$ cat src/rtl/hilo_muldiv_pkg.sv
// Shared definitions for the HI/LO multiply/divide unit: instruction funct codes and FSM states.
package hilo_muldiv_pkg;

    localparam logic [5:0] EXE_MTHI  = 6'b010001;
    localparam logic [5:0] EXE_MTLO  = 6'b010011;
    localparam logic [5:0] EXE_MULT  = 6'b011000;
    localparam logic [5:0] EXE_MULTU = 6'b011001;
    localparam logic [5:0] EXE_DIV   = 6'b011010;
    localparam logic [5:0] EXE_DIVU  = 6'b011011;

    typedef enum logic [1:0] {
        S_IDLE = 2'd0,
        S_MUL  = 2'd1,
        S_DIV  = 2'd2,
        S_DONE = 2'd3
    } state_t;

endpackage

$ cat src/rtl/hilo_muldiv_if.sv
// EX-stage request/response bundle between the pipeline and the HI/LO unit.
interface hilo_muldiv_if #(parameter int WIDTH = 32);
    logic             start;
    logic [5:0]       funct;
    logic [WIDTH-1:0] a;
    logic [WIDTH-1:0] b;
    logic             flush;
    logic             stall;
    logic             done;
    logic [WIDTH-1:0] hi;
    logic [WIDTH-1:0] lo;

    modport master (output start, funct, a, b, flush, input stall, done, hi, lo);
    modport slave  (input start, funct, a, b, flush, output stall, done, hi, lo);
endinterface

$ cat src/rtl/hilo_muldiv_div_radix2.sv
// Iterative unsigned restoring divider, one quotient bit per clock; quotient/remainder expose
// the result of the iteration in progress so the caller can commit it on the final edge.
module div_radix2 #(
    parameter int WIDTH = 32
) (
    input  logic             clk,
    input  logic             resetn,
    input  logic             start,
    input  logic             abort,
    input  logic [WIDTH-1:0] dividend,
    input  logic [WIDTH-1:0] divisor,
    output logic [WIDTH-1:0] quotient,
    output logic [WIDTH-1:0] remainder,
    output logic             valid
);
    localparam int CW = $clog2(WIDTH);

    logic [CW-1:0]    count;
    logic             busy;
    logic [WIDTH-1:0] rem_q;
    logic [WIDTH-1:0] quo_q;
    logic [WIDTH-1:0] dvsr_q;
    logic [WIDTH:0]   shifted;
    logic [WIDTH:0]   diff;

    // Bit WIDTH of diff is the borrow: set means the trial subtraction must be undone.
    assign shifted   = {rem_q, quo_q[WIDTH-1]};
    assign diff      = shifted - {1'b0, dvsr_q};
    assign remainder = diff[WIDTH] ? shifted[WIDTH-1:0] : diff[WIDTH-1:0];
    assign quotient  = {quo_q[WIDTH-2:0], ~diff[WIDTH]};
    assign valid     = busy & (count == CW'(WIDTH - 1));

    always_ff @(posedge clk or negedge resetn) begin
        if (!resetn) begin
            rem_q  <= '0;
            quo_q  <= '0;
            dvsr_q <= '0;
            count  <= '0;
            busy   <= 1'b0;
        end else if (start) begin
            rem_q  <= '0;
            quo_q  <= dividend;
            dvsr_q <= divisor;
            count  <= '0;
            busy   <= 1'b1;
        end else if (abort) begin
            count <= '0;
            busy  <= 1'b0;
        end else if (busy) begin
            rem_q <= remainder;
            quo_q <= quotient;
            count <= count + 1'b1;
            if (valid)
                busy <= 1'b0;
        end
    end
endmodule

$ cat src/rtl/hilo_muldiv.sv
// HI/LO register file with multi-cycle MULT/MULTU/DIV/DIVU and single-cycle MTHI/MTLO;
// stalls the pipeline until a multiply or divide result is committed.
module hilo_muldiv
    import hilo_muldiv_pkg::*;
#(
    parameter int WIDTH = 32
) (
    input  logic          clk,
    input  logic          resetn,
    hilo_muldiv_if.slave  bus
);
    state_t state, state_next;

    logic [WIDTH-1:0]   hi_q, lo_q;
    logic [WIDTH-1:0]   mul_a, mul_b;
    logic               mul_signed;
    logic [2*WIDTH-1:0] ext_a, ext_b, product;
    logic               q_neg, r_neg, div_zero;
    logic [WIDTH-1:0]   raw_a;
    logic               accept, is_mul, is_div, div_signed;
    logic [WIDTH-1:0]   div_dividend, div_divisor, div_q, div_r;
    logic               div_valid, stall_c;

    assign accept     = bus.start & ~bus.flush & (state == S_IDLE);
    assign is_mul     = (bus.funct == EXE_MULT) | (bus.funct == EXE_MULTU);
    assign is_div     = (bus.funct == EXE_DIV)  | (bus.funct == EXE_DIVU);
    assign div_signed = (bus.funct == EXE_DIV);

    assign div_dividend = (div_signed & bus.a[WIDTH-1]) ? -bus.a : bus.a;
    assign div_divisor  = (div_signed & bus.b[WIDTH-1]) ? -bus.b : bus.b;

    // Sign-extending to 2*WIDTH lets one unsigned multiplier serve both MULT and MULTU.
    assign ext_a   = {{WIDTH{mul_signed & mul_a[WIDTH-1]}}, mul_a};
    assign ext_b   = {{WIDTH{mul_signed & mul_b[WIDTH-1]}}, mul_b};
    assign product = ext_a * ext_b;

    div_radix2 #(.WIDTH(WIDTH)) u_div (
        .clk       (clk),
        .resetn    (resetn),
        .start     (accept & is_div),
        .abort     (bus.flush & (state == S_DIV)),
        .dividend  (div_dividend),
        .divisor   (div_divisor),
        .quotient  (div_q),
        .remainder (div_r),
        .valid     (div_valid)
    );

    always_comb begin
        state_next = state;
        stall_c    = 1'b0;
        case (state)
            S_IDLE: begin
                if (accept & is_mul) begin
                    state_next = S_MUL;
                    stall_c    = 1'b1;
                end else if (accept & is_div) begin
                    state_next = S_DIV;
                    stall_c    = 1'b1;
                end
            end
            S_MUL: begin
                stall_c    = ~bus.flush;
                state_next = bus.flush ? S_IDLE : S_DONE;
            end
            S_DIV: begin
                stall_c = ~bus.flush;
                if (bus.flush)
                    state_next = S_IDLE;
                else if (div_valid)
                    state_next = S_DONE;
            end
            S_DONE:  state_next = S_IDLE;
            default: state_next = S_IDLE;
        endcase
    end

    assign bus.stall = stall_c & resetn;
    assign bus.done  = (state == S_DONE);
    assign bus.hi    = hi_q;
    assign bus.lo    = lo_q;

    always_ff @(posedge clk or negedge resetn) begin
        if (!resetn) begin
            state      <= S_IDLE;
            hi_q       <= '0;
            lo_q       <= '0;
            mul_a      <= '0;
            mul_b      <= '0;
            mul_signed <= 1'b0;
            q_neg      <= 1'b0;
            r_neg      <= 1'b0;
            div_zero   <= 1'b0;
            raw_a      <= '0;
        end else begin
            state <= state_next;
            if (accept) begin
                case (bus.funct)
                    EXE_MTHI: hi_q <= bus.a;
                    EXE_MTLO: lo_q <= bus.a;
                    EXE_MULT, EXE_MULTU: begin
                        mul_a      <= bus.a;
                        mul_b      <= bus.b;
                        mul_signed <= (bus.funct == EXE_MULT);
                    end
                    EXE_DIV, EXE_DIVU: begin
                        q_neg    <= div_signed & (bus.a[WIDTH-1] ^ bus.b[WIDTH-1]);
                        r_neg    <= div_signed & bus.a[WIDTH-1];
                        div_zero <= (bus.b == '0);
                        raw_a    <= bus.a;
                    end
                    default: ;
                endcase
            end
            if ((state == S_MUL) && !bus.flush)
                {hi_q, lo_q} <= product;
            // Divide by zero bypasses sign fixup and reports the raw dividend in HI.
            if ((state == S_DIV) && !bus.flush && div_valid) begin
                if (div_zero) begin
                    lo_q <= '1;
                    hi_q <= raw_a;
                end else begin
                    lo_q <= q_neg ? -div_q : div_q;
                    hi_q <= r_neg ? -div_r : div_r;
                end
            end
        end
    end
endmodule

$ cat src/flat_wrapper.sv
// flat-port wrapper written by rule: the top's interface ports become plain ports
module hilo_muldiv_flat import hilo_muldiv_pkg::*;
#(
    parameter int WIDTH = 32
)
  (clk, resetn, bus_start, bus_funct, bus_a, bus_b, bus_flush, bus_stall, bus_done, bus_hi, bus_lo);
  hilo_muldiv_if #(.WIDTH(WIDTH)) bus_i ();
  input  logic clk;
  input  logic resetn;
  input wire logic [$bits(bus_i.start)-1:0] bus_start;
  input wire logic [$bits(bus_i.funct)-1:0] bus_funct;
  input wire logic [$bits(bus_i.a)-1:0] bus_a;
  input wire logic [$bits(bus_i.b)-1:0] bus_b;
  input wire logic [$bits(bus_i.flush)-1:0] bus_flush;
  output wire logic [$bits(bus_i.stall)-1:0] bus_stall;
  output wire logic [$bits(bus_i.done)-1:0] bus_done;
  output wire logic [$bits(bus_i.hi)-1:0] bus_hi;
  output wire logic [$bits(bus_i.lo)-1:0] bus_lo;
  assign bus_i.start = bus_start;
  assign bus_i.funct = bus_funct;
  assign bus_i.a = bus_a;
  assign bus_i.b = bus_b;
  assign bus_i.flush = bus_flush;
  assign bus_stall = bus_i.stall;
  assign bus_done = bus_i.done;
  assign bus_hi = bus_i.hi;
  assign bus_lo = bus_i.lo;
  hilo_muldiv #(.WIDTH(WIDTH)) u_core (.clk(clk), .resetn(resetn), .bus(bus_i));
endmodule
$ cat config.mk
export PLATFORM = sky130hd
export DESIGN_NAME = hilo_muldiv_flat
export DESIGN_NICKNAME = d
export VERILOG_FILES = /design/src/rtl/hilo_muldiv_pkg.sv /design/src/rtl/hilo_muldiv_if.sv /design/src/rtl/hilo_muldiv_div_radix2.sv /design/src/rtl/hilo_muldiv.sv /design/src/flat_wrapper.sv
export SDC_FILE = /design/constraint.sdc
export NUM_CORES = 2
export LEC_CHECK = 0
export CAP_MARGIN = 20
export CORE_MARGIN = 3
export CORE_UTILIZATION = 31
export DETAILED_ROUTE_END_ITERATION = 6
export PLACE_DENSITY_LB_ADDON = 0.1
export SLEW_MARGIN = 40
export SYNTH_ARGS = -nofsm -noshare
export SYNTH_HDL_FRONTEND = slang
export SYNTH_SLANG_ARGS = --single-unit
$ cat constraint.sdc
create_clock -name clk -period 7.7 [get_ports clk]
set_clock_uncertainty 0.2 [all_clocks]
set_input_delay 0.77 -clock clk [delete_from_list [all_inputs] [get_ports clk]]
set_output_delay 0.77 -clock clk [all_outputs]
set_load 0.005 [all_outputs]
Word level (Yosys, flattened, before mapping)
Index checks and enable logic that the tools add are counted.
Widths: inputs -> output; s select.
- bits in registers: 268
- logic and storage cells: 109
- add/sub/neg operators: 6
- multiply operators: 1
- equal/unequal tests: 13
- mux-type cells: 37
- bitwise gates (word level): 17
- reductions and logical operators: 20
- operators by type and width (cell ; count):
    $mux 32 ; 21
    $neg 32->32 ; 4
    $mul 33x33->64 ; 1
    $eq 6x5->1 const B ; 6
    $sub 33x32->33 ; 1
    $logic_not 32->1 ; 1
    $mux 5 ; 3
    $and 1x1->1 ; 12
    $reduce_and 2->1 ; 6
    $reduce_bool 3->1 ; 4
    $mux 2 ; 5
    $pmux 2 s4 ; 1
    $mux 1 ; 6
    $reduce_or 2->1 ; 3
    $add 5x1->5 const B ; 1
    $eq 5x5->1 const B ; 1
    $eq 2x2->1 const B ; 2
    $logic_and 1x1->1 ; 3
    $ne 3x2->1 const B ; 1
    $ne 3x3->1 const B ; 1
    $eq 2x1->1 const B ; 1
    $logic_not 2->1 ; 1
    $ne 2x2->1 const B ; 1
    $not 1->1 ; 2
    5 further kinds ; 6

Logic depth before layout (Yosys ltp)
- word-level depth: 8
- mapped depth: 33

Cells and area by module
From an unflattened synthesis, not the netlist that was laid out.
- cell total of the unflattened synthesis: 6076
- area, all modules: 54747.5 um^2
- modules (own cells, without submodules) (module ; times used ; cells each ; area each (um^2) ; seq. area each (um^2)):
    hilo_muldiv ; 1 ; 5394 ; 48318.8 ; 4154.0
    div_radix2 ; 1 ; 682 ; 6428.7 ; 2552.4

Worst setup path before layout
Ideal clock, no wire load.
- path kind: register to register
- from: register u_core.mul_a[31]
- to: register u_core.hi_q[28], in the netlist u_core.bus.hi[28]
- library setup time: 0.126 ns
- data arrival time: 8.085 ns
- data required time: 7.374 ns
- path slack: -0.711 ns
- stages on the path, launching flop included: 30
- clock period less this slack: 8.411 ns
- path through: dfrtp_1 clkbuf_1 clkbuf_1 and3_1 fa_1 fa_1 fa_1 inv_1 fa_1 inv_1 fa_1 fa_1 fa_1 inv_1 fa_1 inv_1 ha_1 clkbuf_1 a21o_1 a21o_1 a21oi_1 o21ai_0 a221o_1 a2111oi_0 a21boi_0 o31ai_1 a21o_1 xnor2_1 o22ai_1 a221o_1
- cells in the longest elaborated chain, start to end: 4
- RTL lines (element ; RTL line ; source):
    from (decl) ; hilo_muldiv.sv:15 ; logic [WIDTH-1:0] mul_a, mul_b;
    from (signal assigned) ; hilo_muldiv.sv:102 ; mul_a <= bus.a;
    $and 1x1->1 ; hilo_muldiv.sv:33 ; assign ext_a = {{WIDTH{mul_signed & mul_a[WIDTH-1]}}, mul_a};
    $mul 33x33->64 * ; hilo_muldiv.sv:35 ; assign product = ext_a * ext_b;
    $mux 32 * ; hilo_muldiv.sv:115 ; if ((state == S_MUL) && !bus.flush)
    $mux 32 * ; hilo_muldiv.sv:118 ; if ((state == S_DIV) && !bus.flush && div_valid) begin
    to (signal assigned) ; hilo_muldiv.sv:116 ; {hi_q, lo_q} <= product;
    to (signal assigned) ; hilo_muldiv.sv:121 ; hi_q <= raw_a;
    to (signal assigned) ; hilo_muldiv.sv:124 ; hi_q <= r_neg ? -div_r : div_r;
    to (decl) ; hilo_muldiv.sv:14 ; logic [WIDTH-1:0] hi_q, lo_q;
Mark *: on every way between the ends. The rest lies on a longest branch, timed or not.
A chain may end at the register's enable or synchronous reset.

Worst setup path in the final report
- from: register u_core.mul_a[20]
- to: register u_core.hi_q[28], in the netlist u_core.bus.hi[28]
- cells in the longest elaborated chain, start to end: 3
- RTL lines (element ; RTL line):
    $mul 33x33->64 ; hilo_muldiv.sv:35
    $mux 32 ; hilo_muldiv.sv:115
    $mux 32 ; hilo_muldiv.sv:118
Every way passes these cells.

==> out/summary.log <==
qor: synthesis.synth-simple-area-share 15.94%
qor: synthesis.dominant_combinational_cell_family_by_area_after_synthesis adder cells
qor: synthesis.post_synth_top_cells 1,155 x sky130_fd_sc_hd__inv_1, 1,126 x sky130_fd_sc_hd__fa_1, 1,076 x sky130_fd_sc_hd__nand2_1
qor: final_layout.layout-drive-gt1-share 18.30%
qor: pwr.share_comb_of_total_power 67.7%
qor: timing.min_period_over_period 107.4%
qor: synthesis.postSynthAreaPerCell 8.917 um2
qor: synthesis.syn-num-nets 7,562
qor: global_routing.pin_count_of_the_biggest_net_entering_global_routing 93
qor: pwr.leakagePower 31.65 nW
qor: min_path.min_path_cells 2
qor: synthesis.synth.top_cell.area_share 41.39%
qor: global_routing.antenna_violations_before_repair 11
qor: final_layout.final_cell_count_no_fill 8,950
qor: detailed_routing.routed_wl 200,000 um
qor: detailed_routing.starting_drc_count_in_detailed_routing 2,678
qor: timing.post-route-worst-setup-slack -0.5681 ns
qor: detailed_routing.postRouteAntennaNets 0
qor: clock_network.cts_tree yes
qor: detailed_routing.drt_first_pass_iters 6
qor: synthesis.synthMuxAreaShare 1.790%
qor: worst_setup_path.timing.critical_path.from_type flip-flop
qor: clock_network.cts_root_buffer sky130_fd_sc_hd__clkbuf_16
qor: detailed_routing.total_number_of_vias 43,273
qor: synthesis.syn_inst 6,108
qor: synthesis.synth.most_common_cell sky130_fd_sc_hd__inv_1
qor: floorplanning.fp.dieH 425.1 um
qor: clock_network.insertion_delay 0.61 ns
qor: floorplanning.row_count 153
qor: run.drv.max_cap_violation_count 0
qor: timing.period_minus_slack 8.268 ns
qor: pwr.internal_power 6.605 mW
qor: synthesis.ys_seq_elements 268
qor: worst_setup_path.worstReg2RegEnd u_core.bus.hi[28]$_DFFE_PN0P_
qor: min_path.min_from u_core.bus.lo[14]$_DFFE_PN0P_
qor: synthesis.synth_area 54,460 um2
qor: place.buffer_ports.inserted 139
qor: timing.rsz0062_at_grt true
qor: worst_setup_path.critical-path-max-stage-delay 0.61 ns
qor: timing.max-slew-margin-rel 40.31%
qor: worst_setup_path.critPathKind reg -> reg
qor: timing.setup_violations 37
qor: run_status.failing_checks setup timing
qor: floorplanning.die_area 180,700 um2
qor: synthesis.synth-compound-area-share 8.698%
qor: detailed_routing.post_drt_wl_per_cell 22.35 um
qor: timing.timing_hold_violations_final 0
qor: pwr.pwr-share-clk 14.8%
qor: worst_setup_path.r2r_setup_slack -0.57 ns
qor: detailed_routing.drc_errors 0
qor: timing.max_slew.worst_pin.slew 0.8926 ns
qor: global_routing.grt_util_all_layers 22.18%
qor: pwr.power.density 195.8 nW/um2
qor: synthesis.adder_and_majority_cell_fraction_of_the_synthesized_area 47.22%
qor: timing.max_clock_freq 120.9 MHz
qor: global_routing.global_route.overflow_total 0
qor: synthesis.ys_types 86
qor: synthesis.synth.yosys.seq_area_share 12.31%
qor: synthesis.synthFlopType sky130_fd_sc_hd__dfrtp_1
qor: global_routing.first_global_vias 46,443
qor: pwr.totalPowerFinal 13.19 mW
qor: pwr.p_sw 6.587 mW
qor: worst_setup_path.critical-path-slowest-cell sky130_fd_sc_hd__fa_1
qor: worst_setup_path.worst_setup_path_end_kind flip-flop
qor: clock_network.clk_transition_reported_paths 0.07 ns
qor: clock_network.tritoncts_num_sinks 268
qor: final_layout.finalCoreUtilization 38.68%
qor: place.dp_hpwl 165,200 um
qor: synthesis.synth_enable_flop_cells 0
qor: worst_setup_path.worst_r2r_startpoint u_core.mul_a[20]$_DFFE_PN0P_
qor: timing.holdWs 0.2775 ns
qor: synthesis.synth.yosys.warnings 0
qor: min_path.capture_endpoint_of_the_worst_hold_path u_core.bus.lo[14]$_DFFE_PN0P_
qor: run_status.status finished, violations left
qor: final_layout.final_net_count 8,047
qor: clock_network.cts-buffers-inserted 39
qor: worst_setup_path.arrival 8.55 ns
qor: detailed_routing.route.detailed.vias_per_inst 4.835
qor: worst_setup_path.worstPathMaxFanout 11
qor: clock_network.h_tree_levels 2
qor: floorplanning.die_x 425.1 um
qor: place.gp_congestion 0.8764
qor: global_routing.grt_first_pass_wirelength 301,800 um
qor: place.dp.cells 8,803
qor: worst_setup_path.critPathMostFrequentCell sky130_fd_sc_hd__fa_1
qor: final_layout.area_delta_synth_final 23.71%
qor: synthesis.async_reset_ff_share 100.0%
qor: synthesis.cell_type_with_the_highest_aggregate_area_in_the_netlist sky130_fd_sc_hd__fa_1
qor: synthesis.ys_top_cells_by_area sky130_fd_sc_hd__fa_1 41%, sky130_fd_sc_hd__dfrtp_1 12%, sky130_fd_sc_hd__inv_1 8.0%, sky130_fd_sc_hd__nand2_1 7.4%, sky130_fd_sc_hd__ha_1 5.8%
qor: pwr.p_seq_share 17.5%
qor: worst_setup_path.worst-r2r-cell-count 28
qor: pwr.ir_worst_vdd 0.0002231 V
qor: floorplanning.io_pins 140
qor: worst_setup_path.worst_ep_required_time 7.98 ns
qor: pwr.p_sw_share 49.93%
qor: floorplanning.initial_core_util 31.26%
qor: timing.maxSlewViolCount 0
qor: min_path.worst_hold_path_type reg -> reg
qor: place.preCtsSetupSlack -1.021 ns
qor: clock_network.cts.path.max_buffers 3
qor: floorplanning.coreArea 174,200 um2
qor: synthesis.post_synth_xor_area_fraction 3.508%
-- layout by cell type (no fill, tap or decap), drive strengths merged, types with 13 or more instances in the layout --
master	instances
o21a	13
mux2i	22
xor2	88
and2	364
or3	29
nor2	212
a21oi	164
xnor2	128
nand2b	21
or4	13
nor2b	23
o31ai	32
o211ai	30
and3	37
nand4	21
fa	1126
buf	657
mux2	67
ha	254
a211oi	40
clkdlybuf4s50	137
inv	1153
clkbuf	56
a21o	60
nor3	34
o22ai	13
nand2	1076
dfrtp	268
a221oi	15
nand3	38
a31oi	49
o21ai	217
-- timing repair --
| item | CTS | global route |
|---|---|---|
| gates cloned | 2 | 5 |
| hold buffers | 1 | 0 |
| pin swaps | 89 | 199 |
| endpoints found under the setup margin | 44 | 47 |
| endpoints found under the hold margin | 59 | 0 |
| gates resized for setup | 260 | 298 |
| setup buffers | 31 | 51 |
-- metrics by stage --
stage | TNS [ns] | instance area (um2)
floorplan | -1.176 | 54630
global placement | -23.83 | 62860
detailed placement | -24.99 | 62990
CTS | -10.06 | 65710
global route | -19.97 | 67370
finish | -11.50 | 67370
-- flip-flops by register name, summed over array words and instances, names as in the netlist --
| name | cells |
|---|---|
| u_core.div_zero | 1 |
| u_core.mul_a | 32 |
| u_core.q_neg | 1 |
| u_core.bus.lo | 32 |
| u_core.u_div.quo_q | 32 |
| u_core.u_div.busy | 1 |
| u_core.raw_a | 32 |
| u_core.bus.hi | 32 |
| u_core.u_div.rem_q | 32 |
| u_core.state | 2 |
| u_core.mul_signed | 1 |
| u_core.r_neg | 1 |
| u_core.mul_b | 32 |
| u_core.u_div.count | 5 |
| u_core.u_div.dvsr_q | 32 |
-- kinds of logic after synthesis --
| kind of cell | after synthesis |
|---|---|
| xor+xnor | 216 |
| compound gates | 736 |
| simple gates | 1907 |
| flops | 268 |
| fa+ha+maj | 1380 |
| mux | 89 |
| buf+inv | 1512 |
-- worst max-delay path, delay by kind of cell, from the launching register on --
kind            cells  cell delay, ns
buf+inv             7            0.88
xor+xnor            1            0.19
simple gates        1            0.10
flops               1            0.37
compound gates     10            2.13
fa+ha+maj           9            4.27
-- layout make-up --
cell class | instances | area [um2]
diodes | 3 | 7.507
clock buffers | 51 | 1081
clock inverters | 19 | 264.0
fillers | 17865 | 106800
inverters | 1156 | 4355
multi-input cells | 4328 | 44170
flip-flops and latches | 268 | 6723
well taps | 2325 | 2909
repair buffers | 800 | 7864
-- how the worst max path moves through the flow --
stage                                              from                       endpoint  slack, ns  cells past startpoint
after floorplan            u_core.mul_a[31]$_DFFE_PN0P_  u_core.bus.hi[28]$_DFFE_PN0P_      -0.41                     29
after global placement      u_core.mul_b[0]$_DFFE_PN0P_  u_core.bus.hi[16]$_DFFE_PN0P_      -1.11                     32
after detailed placement    u_core.mul_b[0]$_DFFE_PN0P_  u_core.bus.hi[16]$_DFFE_PN0P_      -1.02                     32
after CTS                   u_core.mul_b[0]$_DFFE_PN0P_  u_core.bus.hi[30]$_DFFE_PN0P_      -0.64                     27
after global routing      u_core.mul_signed$_DFFE_PN0P_  u_core.bus.hi[28]$_DFFE_PN0P_      -0.82                     33
final                      u_core.mul_a[20]$_DFFE_PN0P_  u_core.bus.hi[28]$_DFFE_PN0P_      -0.57                     28
-- power groups by stage --
stage          logic [mW]  clock network (mW)  registers (mW)
4_1_cts              8.66                2.01            2.31
3_3_place_gp         8.32                   0            2.33
6_report             8.93                1.95            2.31
5_1_grt              9.79                2.07            2.36
3_5_place_dp         8.36                   0            2.33
2_1_floorplan        4.92                   0            2.12
-- per-layer routing --
layer  global-route usage (%)  vias up  wire [um]
li1                         -    19629          -
met5                        0        -         21
met1                    29.15    22653      85470
met2                    39.95      814     103000
met3                    1.739      173       6925
met4                    4.358        4       4551
No activity file was read; power rests on OpenSTA's default activity.
